File: src/rtl/seq_check_ctrl_pkg.sv
`default_nettype none
// ============================================================================
//  Module      : seq_ctrl_pkg
//  Description : Shared types and defaults for the sequence-detector
//                self-test controller.
//  Revision    : 1.0 - initial release
// ============================================================================
package seq_ctrl_pkg;

    typedef enum logic [2:0] {
        IDLE  = 3'd0,
        FLUSH = 3'd1,
        RUN   = 3'd2,
        DRAIN = 3'd3,
        DONE  = 3'd4
    } state_t;

    localparam int SEQ_LEN_D     = 50;
    localparam int DET_LAT_D     = 1;
    localparam int HOLD_CYCLES_D = 50_000_000;

    // Index width for a run of n bits; never narrower than one bit.
    function automatic int idx_w(input int n);
        return (n > 1) ? $clog2(n) : 1;
    endfunction

endpackage
`default_nettype wire

File: src/rtl/seq_check_ctrl_if.sv
`default_nettype none
// ============================================================================
//  Module      : seq_check_ctrl_if
//  Description : Serial link between the self-test controller (master) and
//                the sequence detector under test (slave).
//  Revision    : 1.0 - initial release
// ============================================================================
interface seq_check_ctrl_if;

    logic det_din;
    logic det_clr;
    logic det_detect;

    modport master (
        output det_din,
        output det_clr,
        input  det_detect
    );

    modport slave (
        input  det_din,
        input  det_clr,
        output det_detect
    );

endinterface
`default_nettype wire

File: src/rtl/seq_check_ctrl_err_led_stretch.sv
`default_nettype none
// ============================================================================
//  Module      : err_led_stretch
//  Description : Pulse-in / level-out stretcher; each pulse (re)loads a
//                HOLD_CYCLES-long down-count that keeps the output high.
//  Revision    : 1.0 - initial release
// ============================================================================
module err_led_stretch
    import seq_ctrl_pkg::*;
#(
    parameter int HOLD_CYCLES = HOLD_CYCLES_D
) (
    input  logic clk,
    input  logic rst,
    input  logic i_pulse,
    output logic o_level
);

    localparam int                 c_CNT_W  = (HOLD_CYCLES > 1) ? $clog2(HOLD_CYCLES) : 1;
    localparam logic [c_CNT_W-1:0] c_RELOAD = c_CNT_W'(HOLD_CYCLES - 1);

    logic [c_CNT_W-1:0] r_cnt;
    logic               r_level;

    always_ff @(posedge clk) begin
        if (rst) begin
            r_cnt   <= '0;
            r_level <= 1'b0;
        end else if (i_pulse) begin
            r_cnt   <= c_RELOAD;
            r_level <= 1'b1;
        end else if (r_level) begin
            if (r_cnt == '0) begin
                r_level <= 1'b0;
            end else begin
                r_cnt <= r_cnt - 1'b1;
            end
        end
    end

    assign o_level = r_level;

endmodule
`default_nettype wire

File: src/rtl/seq_check_ctrl.sv
`default_nettype none
// ============================================================================
//  Module      : seq_check_ctrl
//  Description : Self-test controller for the bit-serial sequence detector:
//                feeds a latched stimulus, checks det_detect against the
//                expected pattern and reports pass / error count / first index.
//                Optional macro ERR_LED_HOLD_EN stretches led_err to HOLD_CYCLES.
//  Revision    : 1.0 - initial release
// ============================================================================
module seq_check_ctrl
    import seq_ctrl_pkg::*;
#(
    parameter int SEQ_LEN     = SEQ_LEN_D,
    parameter int DET_LAT     = DET_LAT_D,
    parameter int HOLD_CYCLES = HOLD_CYCLES_D,
    parameter int ERR_W       = 8
) (
    input  logic                        clk,
    input  logic                        rst,
    input  logic                        start,
    input  logic [SEQ_LEN-1:0]          stim_seq,
    input  logic [SEQ_LEN-1:0]          exp_seq,
    seq_check_ctrl_if.master            det,
    output logic                        busy,
    output logic                        done,
    output logic                        pass,
    output logic [ERR_W-1:0]            err_count,
    output logic [idx_w(SEQ_LEN)-1:0]   first_err_idx,
    output logic                        led_err
);

    localparam int                 c_IDX_W      = idx_w(SEQ_LEN);
    localparam logic [c_IDX_W-1:0] c_LAST       = c_IDX_W'(SEQ_LEN - 1);
    localparam logic [2:0]         c_DRAIN_LAST = 3'(DET_LAT - 1);
    localparam logic [ERR_W-1:0]   c_ERR_MAX    = '1;

    if (SEQ_LEN < 2 || SEQ_LEN > 256) begin : g_bad_seq_len
        $error("SEQ_LEN must be in 2..256");
    end
    if (DET_LAT < 1 || DET_LAT > 4) begin : g_bad_det_lat
        $error("DET_LAT must be in 1..4");
    end
    if (HOLD_CYCLES < 1) begin : g_bad_hold
        $error("HOLD_CYCLES must be at least 1");
    end

    state_t               r_state, w_state_nxt;
    logic [c_IDX_W-1:0]   r_idx, w_idx_nxt;
    logic [2:0]           r_dcnt, w_dcnt_nxt;
    logic [SEQ_LEN-1:0]   r_stim_q, r_exp_q;

    logic                 w_det_din, w_det_clr, w_busy, w_done;
    logic                 r_det_din, r_det_clr, r_busy, r_done;

    logic                 r_pv   [DET_LAT];
    logic [c_IDX_W-1:0]   r_pidx [DET_LAT];
    logic                 w_mismatch;
    logic [ERR_W-1:0]     w_err_nxt, r_err;
    logic [c_IDX_W-1:0]   w_first_nxt, r_first;
    logic                 r_pass;

    // ---------------- FSM: state register ----------------
    always_ff @(posedge clk) begin
        if (rst) begin
            r_state <= IDLE;
            r_idx   <= '0;
            r_dcnt  <= '0;
        end else begin
            r_state <= w_state_nxt;
            r_idx   <= w_idx_nxt;
            r_dcnt  <= w_dcnt_nxt;
        end
    end

    // ---------------- FSM: next state ----------------
    always_comb begin
        w_state_nxt = r_state;
        w_idx_nxt   = r_idx;
        w_dcnt_nxt  = r_dcnt;
        case (r_state)
            IDLE:  if (start) w_state_nxt = FLUSH;
            FLUSH: begin
                w_state_nxt = RUN;
                w_idx_nxt   = '0;
            end
            RUN: begin
                if (r_idx == c_LAST) begin
                    w_state_nxt = DRAIN;
                    w_dcnt_nxt  = '0;
                end else begin
                    w_idx_nxt = r_idx + 1'b1;
                end
            end
            DRAIN: begin
                if (r_dcnt == c_DRAIN_LAST) w_state_nxt = DONE;
                else                        w_dcnt_nxt  = r_dcnt + 1'b1;
            end
            DONE:    w_state_nxt = IDLE;
            default: w_state_nxt = IDLE;
        endcase
    end

    // ---------------- FSM: outputs (decoded from next state, then registered) ----------------
    always_comb begin
        w_det_clr = (w_state_nxt == FLUSH);
        w_det_din = (w_state_nxt == RUN) ? r_stim_q[w_idx_nxt] : 1'b0;
        w_busy    = (w_state_nxt == FLUSH) || (w_state_nxt == RUN) || (w_state_nxt == DRAIN);
        w_done    = (w_state_nxt == DONE);
    end

    always_ff @(posedge clk) begin
        if (rst) begin
            r_det_din <= 1'b0;
            r_det_clr <= 1'b0;
            r_busy    <= 1'b0;
            r_done    <= 1'b0;
        end else begin
            r_det_din <= w_det_din;
            r_det_clr <= w_det_clr;
            r_busy    <= w_busy;
            r_done    <= w_done;
        end
    end

    // Each RUN cycle pushes the index being driven; it emerges when det_detect answers it.
    always_ff @(posedge clk) begin
        if (rst) begin
            for (int i = 0; i < DET_LAT; i++) begin
                r_pv[i]   <= 1'b0;
                r_pidx[i] <= '0;
            end
        end else begin
            r_pv[0]   <= (r_state == RUN);
            r_pidx[0] <= r_idx;
            for (int i = 1; i < DET_LAT; i++) begin
                r_pv[i]   <= r_pv[i-1];
                r_pidx[i] <= r_pidx[i-1];
            end
        end
    end

    assign w_mismatch = r_pv[DET_LAT-1] && (det.det_detect != r_exp_q[r_pidx[DET_LAT-1]]);

    always_comb begin
        w_err_nxt   = r_err;
        w_first_nxt = r_first;
        if (w_mismatch) begin
            if (r_err == '0)       w_first_nxt = r_pidx[DET_LAT-1];
            if (r_err != c_ERR_MAX) w_err_nxt  = r_err + 1'b1;
        end
    end

    // Shadow registers and results; a start clears the previous run's report.
    always_ff @(posedge clk) begin
        if (rst) begin
            r_stim_q <= '0;
            r_exp_q  <= '0;
            r_err    <= '0;
            r_first  <= '0;
            r_pass   <= 1'b0;
        end else if (r_state == IDLE && start) begin
            r_stim_q <= stim_seq;
            r_exp_q  <= exp_seq;
            r_err    <= '0;
            r_first  <= '0;
            r_pass   <= 1'b0;
        end else begin
            r_err   <= w_err_nxt;
            r_first <= w_first_nxt;
            if (w_state_nxt == DONE) r_pass <= (w_err_nxt == '0);
        end
    end

`ifdef ERR_LED_HOLD_EN
    err_led_stretch #(
        .HOLD_CYCLES (HOLD_CYCLES)
    ) u_err_led_stretch (
        .clk     (clk),
        .rst     (rst),
        .i_pulse (w_mismatch),
        .o_level (led_err)
    );
`else
    logic r_led_pulse;

    always_ff @(posedge clk) begin
        if (rst) r_led_pulse <= 1'b0;
        else     r_led_pulse <= w_mismatch;
    end

    assign led_err = r_led_pulse;
`endif

    assign det.det_din    = r_det_din;
    assign det.det_clr    = r_det_clr;
    assign busy           = r_busy;
    assign done           = r_done;
    assign pass           = r_pass;
    assign err_count      = r_err;
    assign first_err_idx  = r_first;

endmodule
`default_nettype wire

File: src/flat_wrapper.sv
// flat-port wrapper written by rule: the top's interface ports become plain ports
module seq_check_ctrl_flat import seq_ctrl_pkg::*;
#(
    parameter int SEQ_LEN     = SEQ_LEN_D,
    parameter int DET_LAT     = DET_LAT_D,
    parameter int HOLD_CYCLES = HOLD_CYCLES_D,
    parameter int ERR_W       = 8
)
  (clk, rst, start, stim_seq, exp_seq, busy, done, pass, err_count, first_err_idx, led_err, det_det_din, det_det_clr, det_det_detect);
  seq_check_ctrl_if det_i ();
  input  logic clk;
  input  logic rst;
  input  logic start;
  input  logic [SEQ_LEN-1:0] stim_seq;
  input  logic [SEQ_LEN-1:0] exp_seq;
  output logic busy;
  output logic done;
  output logic pass;
  output logic [ERR_W-1:0] err_count;
  output logic [idx_w(SEQ_LEN)-1:0] first_err_idx;
  output logic led_err;
  output wire logic [$bits(det_i.det_din)-1:0] det_det_din;
  output wire logic [$bits(det_i.det_clr)-1:0] det_det_clr;
  input wire logic [$bits(det_i.det_detect)-1:0] det_det_detect;
  assign det_det_din = det_i.det_din;
  assign det_det_clr = det_i.det_clr;
  assign det_i.det_detect = det_det_detect;
  seq_check_ctrl #(.SEQ_LEN(SEQ_LEN), .DET_LAT(DET_LAT), .HOLD_CYCLES(HOLD_CYCLES), .ERR_W(ERR_W)) u_core (.clk(clk), .rst(rst), .start(start), .stim_seq(stim_seq), .exp_seq(exp_seq), .det(det_i), .busy(busy), .done(done), .pass(pass), .err_count(err_count), .first_err_idx(first_err_idx), .led_err(led_err));
endmodule
File: config.mk
export PLATFORM = sky130hd
export DESIGN_NAME = seq_check_ctrl_flat
export DESIGN_NICKNAME = d
export VERILOG_FILES = /design/src/rtl/seq_check_ctrl_pkg.sv /design/src/rtl/seq_check_ctrl_if.sv /design/src/rtl/seq_check_ctrl_err_led_stretch.sv /design/src/rtl/seq_check_ctrl.sv /design/src/flat_wrapper.sv
export SDC_FILE = /design/constraint.sdc
export NUM_CORES = 1
export LEC_CHECK = 0
export CORE_MARGIN = 10
export CORE_UTILIZATION = 58
export CTS_BUF_LIST = sky130_fd_sc_hd__clkbuf_4 sky130_fd_sc_hd__clkbuf_8
export DETAILED_ROUTE_END_ITERATION = 10
export GPL_ROUTABILITY_DRIVEN = 0
export PLACE_DENSITY_LB_ADDON = 0.12
export SYNTH_ARGS = -nofsm -noshare
export SYNTH_HDL_FRONTEND = slang
export SYNTH_SLANG_ARGS = --single-unit
File: constraint.sdc
create_clock -name clk -period 4.45 [get_ports clk]
set_input_delay 0.89 -clock clk [delete_from_list [all_inputs] [get_ports clk]]
set_output_delay 0.89 -clock clk [all_outputs]
set_load 0.1 [all_outputs]
# Yosys cells after proc, flatten, opt, wreduce, memory -nomap -nowiden
# Memories as Yosys holds them, arrays and structs flattened.
# Cells that the tools add are included.
# W data, S select, Z words.
[word_totals]
register_bits = 132
ramBits = 7
inputBits = 104
out_inout_bits = 20
wordCells = 70
memories = 2
[op_classes]
add_sub_neg = 3
magnitude_cmp = 2
n_eq_ne = 12
muxes = 22
n_bitwise = 1
reduce_logical = 15
[memory_table]
columns = ["name", "words", "word_bits", "rd", "rd_clocked_by_memory_dff", "write_ports", "line_no", "text"]
rows = [
  ["u_core.r_pidx", 1, 6, 1, 0, 1, "seq_check_ctrl.sv:56", "logic [c_IDX_W-1:0] r_pidx [DET_LAT];"],
  ["u_core.r_pv", 1, 1, 1, 0, 1, "seq_check_ctrl.sv:55", "logic r_pv [DET_LAT];"],
]
[ops]
columns = ["cell", "n"]
rows = [
  ["$logic_not A8 Y1", 2],
  ["$mux W8", 2],
  ["$mux W3", 5],
  ["$lt A6 B7 Y1 const B", 2],
  ["$bmux W1 S6", 2],
  ["$eq A3 B2 Y1 const B", 4],
  ["$mux W6", 2],
  ["$pmux W3 S4", 1],
  ["$pmux W6 S2", 1],
  ["$add A8 B1 Y8 const B", 1],
  ["$mux W1", 8],
  ["$ne A8 B8 Y1 const B", 1],
  ["$add A6 B1 Y6 const B", 1],
  ["$eq A3 B1 Y1 const B", 2],
  ["$eq A6 B6 Y1 const B", 1],
  ["$logic_not A3 Y1", 2],
  ["$pmux W3 S2", 1],
  ["$reduce_or A6 Y1", 1],
  ["$reduce_or A2 Y1", 2],
  ["$add A3 B1 Y3 const B", 1],
  ["$eq A3 B3 Y1 const B", 1],
  ["$reduce_and A3 Y1", 1],
  ["$logic_and A1 B1 Y1", 2],
  ["$logic_or A1 B1 Y1", 2],
  ["7 further kinds", 7],
]

# Depth between registers and ports, before layout
[depth]
ltp_word = 6
mapped_depth = 11
mapped_depth_nobuf = 10

# Least setup slack after synthesis
# Ideal clock, no wire load.
[synth_timing]
kind = "flip-flop to flip-flop"
from = "register u_core.r_err[0] (netlist: u_core.err_count[0])"
to = "register u_core.r_pass (netlist: u_core.pass)"
setup_time_ns = 0.121
arrival_ns = 2.665
t_required_ns = 4.329
setup_slack_ns = 1.664
stages_incl_launch_ff = 10
path_buffers = 0
period_less_slack_ns = 2.786
cell_sequence = "dfxtp_1 ha_1 and3_1 and3_1 nand3_1 nand3b_1 mux2i_1 and4_1 o21ai_1 o21ai_1"
[synth_between]
elab_chain_len = 4
elab_cells_between_ends = 5
classes_between = "add/sub (1); eq/ne (1); mux (2); reduce/logical (1)"
[synth_rtl]
columns = ["element", "line_no", "text"]
rows = [
  ["start: declaration", "seq_check_ctrl.sv:58", "logic [ERR_W-1:0] w_err_nxt, r_err;"],
  ["start signal: assignment", "seq_check_ctrl.sv:168", "r_err <= w_err_nxt;"],
  ["$add A8 B1 Y8 / $ne A8 B8 Y1 (equally long branches)", "seq_check_ctrl.sv:149", "if (r_err != c_ERR_MAX) w_err_nxt = r_err + 1'b1;"],
  ["$mux W8", "seq_check_ctrl.sv:149", ""],
  ["$mux W8 (*)", "seq_check_ctrl.sv:147", "if (w_mismatch) begin"],
  ["$logic_not A8 Y1 (*)", "seq_check_ctrl.sv:170", "if (w_state_nxt == DONE) r_pass <= (w_err_nxt == '0);"],
  ["end signal: assignment", "seq_check_ctrl.sv:170", ""],
  ["end: declaration", "seq_check_ctrl.sv:60", "logic r_pass;"],
]
# Mark *: on every way between the ends. The rest lies on a longest branch, timed or not.
# A chain may end at the register's enable or synchronous reset.

# Worst setup path in the final report
[layout_timing]
from = "memory u_core.r_pidx[0][1] (netlist name)"
to = "register u_core.r_first[3] (netlist: u_core.first_err_idx[3]) (read register of u_core.r_pidx)"
[layout_between]
elab_chain_len = 6
[layout_rtl]
columns = ["element", "line_no", "text"]
rows = [
  ["start: declaration", "seq_check_ctrl.sv:56", ""],
  ["$mem_v2 Z1 W6", "-", ""],
  ["$bmux W1 S6", "seq_check_ctrl.sv:142", "assign w_mismatch = r_pv[DET_LAT-1] && (det.det_detect != r_exp_q[r_pidx[DET_LAT-1]]);"],
  ["$mux W1 (implied by the code)", "seq_check_ctrl.sv:142", ""],
  ["$ne A1 B1 Y1", "seq_check_ctrl.sv:142", ""],
  ["$logic_and A1 B1 Y1", "seq_check_ctrl.sv:142", ""],
  ["$reduce_and A2 Y1 (no line)", "-", ""],
  ["end: declaration", "seq_check_ctrl.sv:59", "logic [c_IDX_W-1:0] w_first_nxt, r_first;"],
]
# No other way between the ends. The select of a mux whose other input is x is not followed.

==> results.tsv <==
stage	metric	value	unit
routing	post-route ant nets	0	
timing	slew at the pin closest to its max-slew limit	0.987	ns
synthesis	Avg Inst Size Synth	8.42	µm²
routing	Remaining DRCs	0	
cts	later-pin clock latency in the skew report	0.44	ns
cts	post-CTS sizing	0	
synthesis	Yosys reg bits	139	
place	DP HPWL	11100	µm
critical_path	Setup crit end kind	flip-flop	
critical_path	critical path's slowest cell	dfxtp_1	
place	Area after DPL	7450	µm²
synthesis	main flop type after synthesis	dfxtp_1	
timing	Slew HR	34.0	%
critical_path	Critical Path Fanout Max	14	
die	Die ar.	15300	µm²
routing	vias post-DR	5463	
layout	Layout area overhead	26.1	%
timing	final setup margin	1.19	ns
cts	Inserted Clock Buffers	17	
timing	setup_tns	0	ns
power_and_ir_drop	Lkg Pwr	2.79	nW
synthesis	Syn Nets	852	
critical_path	max incr delay on CP	0.77	ns
timing	Max Fclk	307	MHz
power_and_ir_drop	combinational share of power	14.8	%
global_routing	first-pass GRT wire length	25500	µm
global_routing	initial antenna violation count	0	
cts	Post-CTS Setup Inserts	0	
power_and_ir_drop	Tot Pwr	2.89	mW
global_routing	vias in the first global route	5532	
timing	# setup viols final	0	
routing	1st-pass router iterations	5	
layout	fillcell total	760	
routing	Detailed Route Iter0 Violations	400	
global_routing	residual overflow from global routing	0	
cts	clock tree buffer depth	2	
die	Chip Height	124	µm
timing	Final Critical Period	3.26	ns
die	initial core utilization	60.0	%
timing	Setup Skew	0.0104	ns
critical_path	CP required	4.77	ns
hold_path	Hold WC Path Type	flip-flop to flip-flop	
place	DP Worst Slack	1.20	ns
die	number of cell rows	37	
cts	CTS H-tree depth	4	
die	# IOs	124	
power_and_ir_drop	Switch Pwr	0.765	mW
layout	final instance area	7880	µm²
synthesis	post-synth cell types	60	
synthesis	Post-Syn Instances	742	
power_and_ir_drop	Sw Share	26.5	%
layout	Non-Filler Instances	984	
job	# Max-Cap Violations	0	
timing	crit share post-route	73.3	%
critical_path	Worst Path Buf+Inv	0	
timing	Hold Vio Cnt, Final	0	
power_and_ir_drop	sequential power share	47.3	%
run_status	status	finished clean	
layout	antenna cell count	0	
cts	Reg clk slew, reported paths	0.08	ns
layout	share of cells above drive strength 1	8.14	%
power_and_ir_drop	power per standard cell area	366	nW/µm²
critical_path	crit-path cells	mux4_2 > mux2_2 > a21oi_1 > a32oi_4 > xnor2_1 > nor4_4 > mux2i_1 > nor2_1	
die	core area	10400	µm²
routing	final wirelength	15500	µm
synthesis	Syn Std Cell Area	6250	µm²
critical_path	cell family with most CP delay	multiplexers	
timing	RSZ-0062 raised after global routing	no	
synthesis	number of synthesized flops with an enable pin	0	
critical_path	startpoint types	flip-flop	
synthesis	post-synthesis sequential area ratio	44.5	%
cts	TritonCTS clock tree	built	
synthesis	asr flop ratio synth	0	%
critical_path	Worst Path Arrival	3.58	ns
power_and_ir_drop	Worst VDD drop	0.275	mV
critical_path	Crit Path Category	flip-flop to flip-flop	
routing	WL/cell	15.8	µm
layout	Final nets	945	
global_routing	Total Routing Usage GR	20.5	%
routing	vias per cell	5.55	
die	Die X-Extent	124	µm
cts	CTS root buffer	clkbuf_8	
cts	Sink Count	139	
cts	Post-CTS Hold Fix Bufs	0	
place	Inst Count DP	952	
power_and_ir_drop	Power Internal	2.12	mW
synthesis	synthesis warning total	0	
place	PortBufs	123	
timing	final count of pins violating max slew	0	
global_routing	largest net degree at the start of global routing	76	
power_and_ir_drop	Clk network pwr share	37.9	%
layout by cell type (no fill, tap or decap), types with 3 or more instances in the layout:
cell	count
clkinvlp_4	5
ha_1	6
nand2b_1	3
bufinv_16	3
xnor2_1	5
nand3b_1	6
nor2b_1	9
or2_2	3
and3_1	7
nand2_1	215
inv_1	9
a31oi_1	3
mux4_2	11
clkdlybuf4s50_1	122
dfxtp_1	139
mux2_2	9
buf_4	8
mux2i_1	44
nor4_1	8
a311oi_1	3
nand3_1	7
nor2_1	31
clkbuf_8	20
o21ai_1	5
xor2_1	5
o21ai_0	6
nor3_1	11
a21oi_1	105
layout make-up:
cell class              count  area, µm²  share of cell area (%)
clock buffers              20        275                    3.49
flip-flops and latches    139       2780                    35.3
inverters                   9       33.8                   0.429
well taps                 136        170                    2.16
repair buffers            130       1280                    16.3
clock inverters            12        163                    2.06
multi-input cells         538       3180                    40.3
registers in the layout (all words and copies together) (netlist names), 3 cells and up:
signal and flops:
u_core.err_count 8, u_core.first_err_idx 6, u_core.r_dcnt 3, u_core.r_exp_q 50, u_core.r_idx 6, u_core.r_pidx 6
u_core.r_state 3, u_core.r_stim_q 50
layer usage:
metal	wire length [µm]	GRT usage [%]
met1	6470	22.8
met2	7890	36.8
met3	885	5.52
met4	286	7.42
met5	0	0
cells in the mapped netlist, types with 4 or more instances:
library cell / count / area [µm²]
nor3_1: 11 / 55.1
xnor2_1: 5 / 43.8
buf_2: 4 / 20.0
clkbuf_1: 46 / 173
and3_1: 7 / 43.8
o21ai_0: 6 / 30.0
nand3b_1: 6 / 45.0
nor2b_1: 9 / 56.3
nand3_1: 7 / 35.0
nor2_1: 31 / 116
a21oi_1: 105 / 526
nand2_1: 215 / 807
dfxtp_1: 139 / 2780
nor4_1: 8 / 50.1
mux4_2: 11 / 248
inv_1: 9 / 33.8
xor2_1: 5 / 43.8
mux2i_1: 44 / 440
mux2_2: 9 / 101
o21ai_1: 5 / 25.0
ha_1: 6 / 75.1
power groups by stage:
| stage | clock network [mW] | logic, mW | registers [mW] |
|---|---|---|---|
| floorplan | 0 | 0.268 | 1.39 |
| global placement | 0 | 0.413 | 1.39 |
| detailed placement | 0 | 0.427 | 1.39 |
| CTS | 1.10 | 0.429 | 1.36 |
| global route | 1.16 | 0.469 | 1.37 |
| finish | 1.10 | 0.427 | 1.37 |
final timing paths:
path,startpoint,to,depth (start not counted),slack [ns]
min reg2reg,u_core.r_exp_q[48]$_SDFFE_PP0P_,u_core.r_exp_q[48]$_SDFFE_PP0P_,2,0.45
max reg2reg,u_core.r_pidx[0][1]$_SDFF_PP0_,u_core.first_err_idx[3]$_SDFFE_PP0P_,8,1.19
min,u_core.r_exp_q[48]$_SDFFE_PP0P_,u_core.r_exp_q[48]$_SDFFE_PP0P_,2,0.45
max,u_core.r_pidx[0][1]$_SDFF_PP0_,u_core.first_err_idx[3]$_SDFFE_PP0P_,8,1.19
kinds of logic after synthesis:
family,after synthesis,synth area share [%]
simple gates,316,22.3
compound gates,141,13.0
flops,139,44.5
buf+inv,65,4.72
mux,65,12.8
xor+xnor,10,1.40
fa+ha+maj,6,1.20
worst min-delay path: stages, from the launching register on:
cell and delay [ns]:
dfxtp_1 0.31, nand2_1 0.05, a21oi_1 0.05
through the flow:
stage | util [%] | hold WS (ns)
final | 75.7 | 0.453
after global routing | 75.7 | 0.474
after CTS | 75.7 | 0.458
after detailed placement | 71.5 | 0.448
after global placement | 71.5 | 0.440
after floorplan | - | 0.432
No activity file was read; power rests on OpenSTA's default activity.
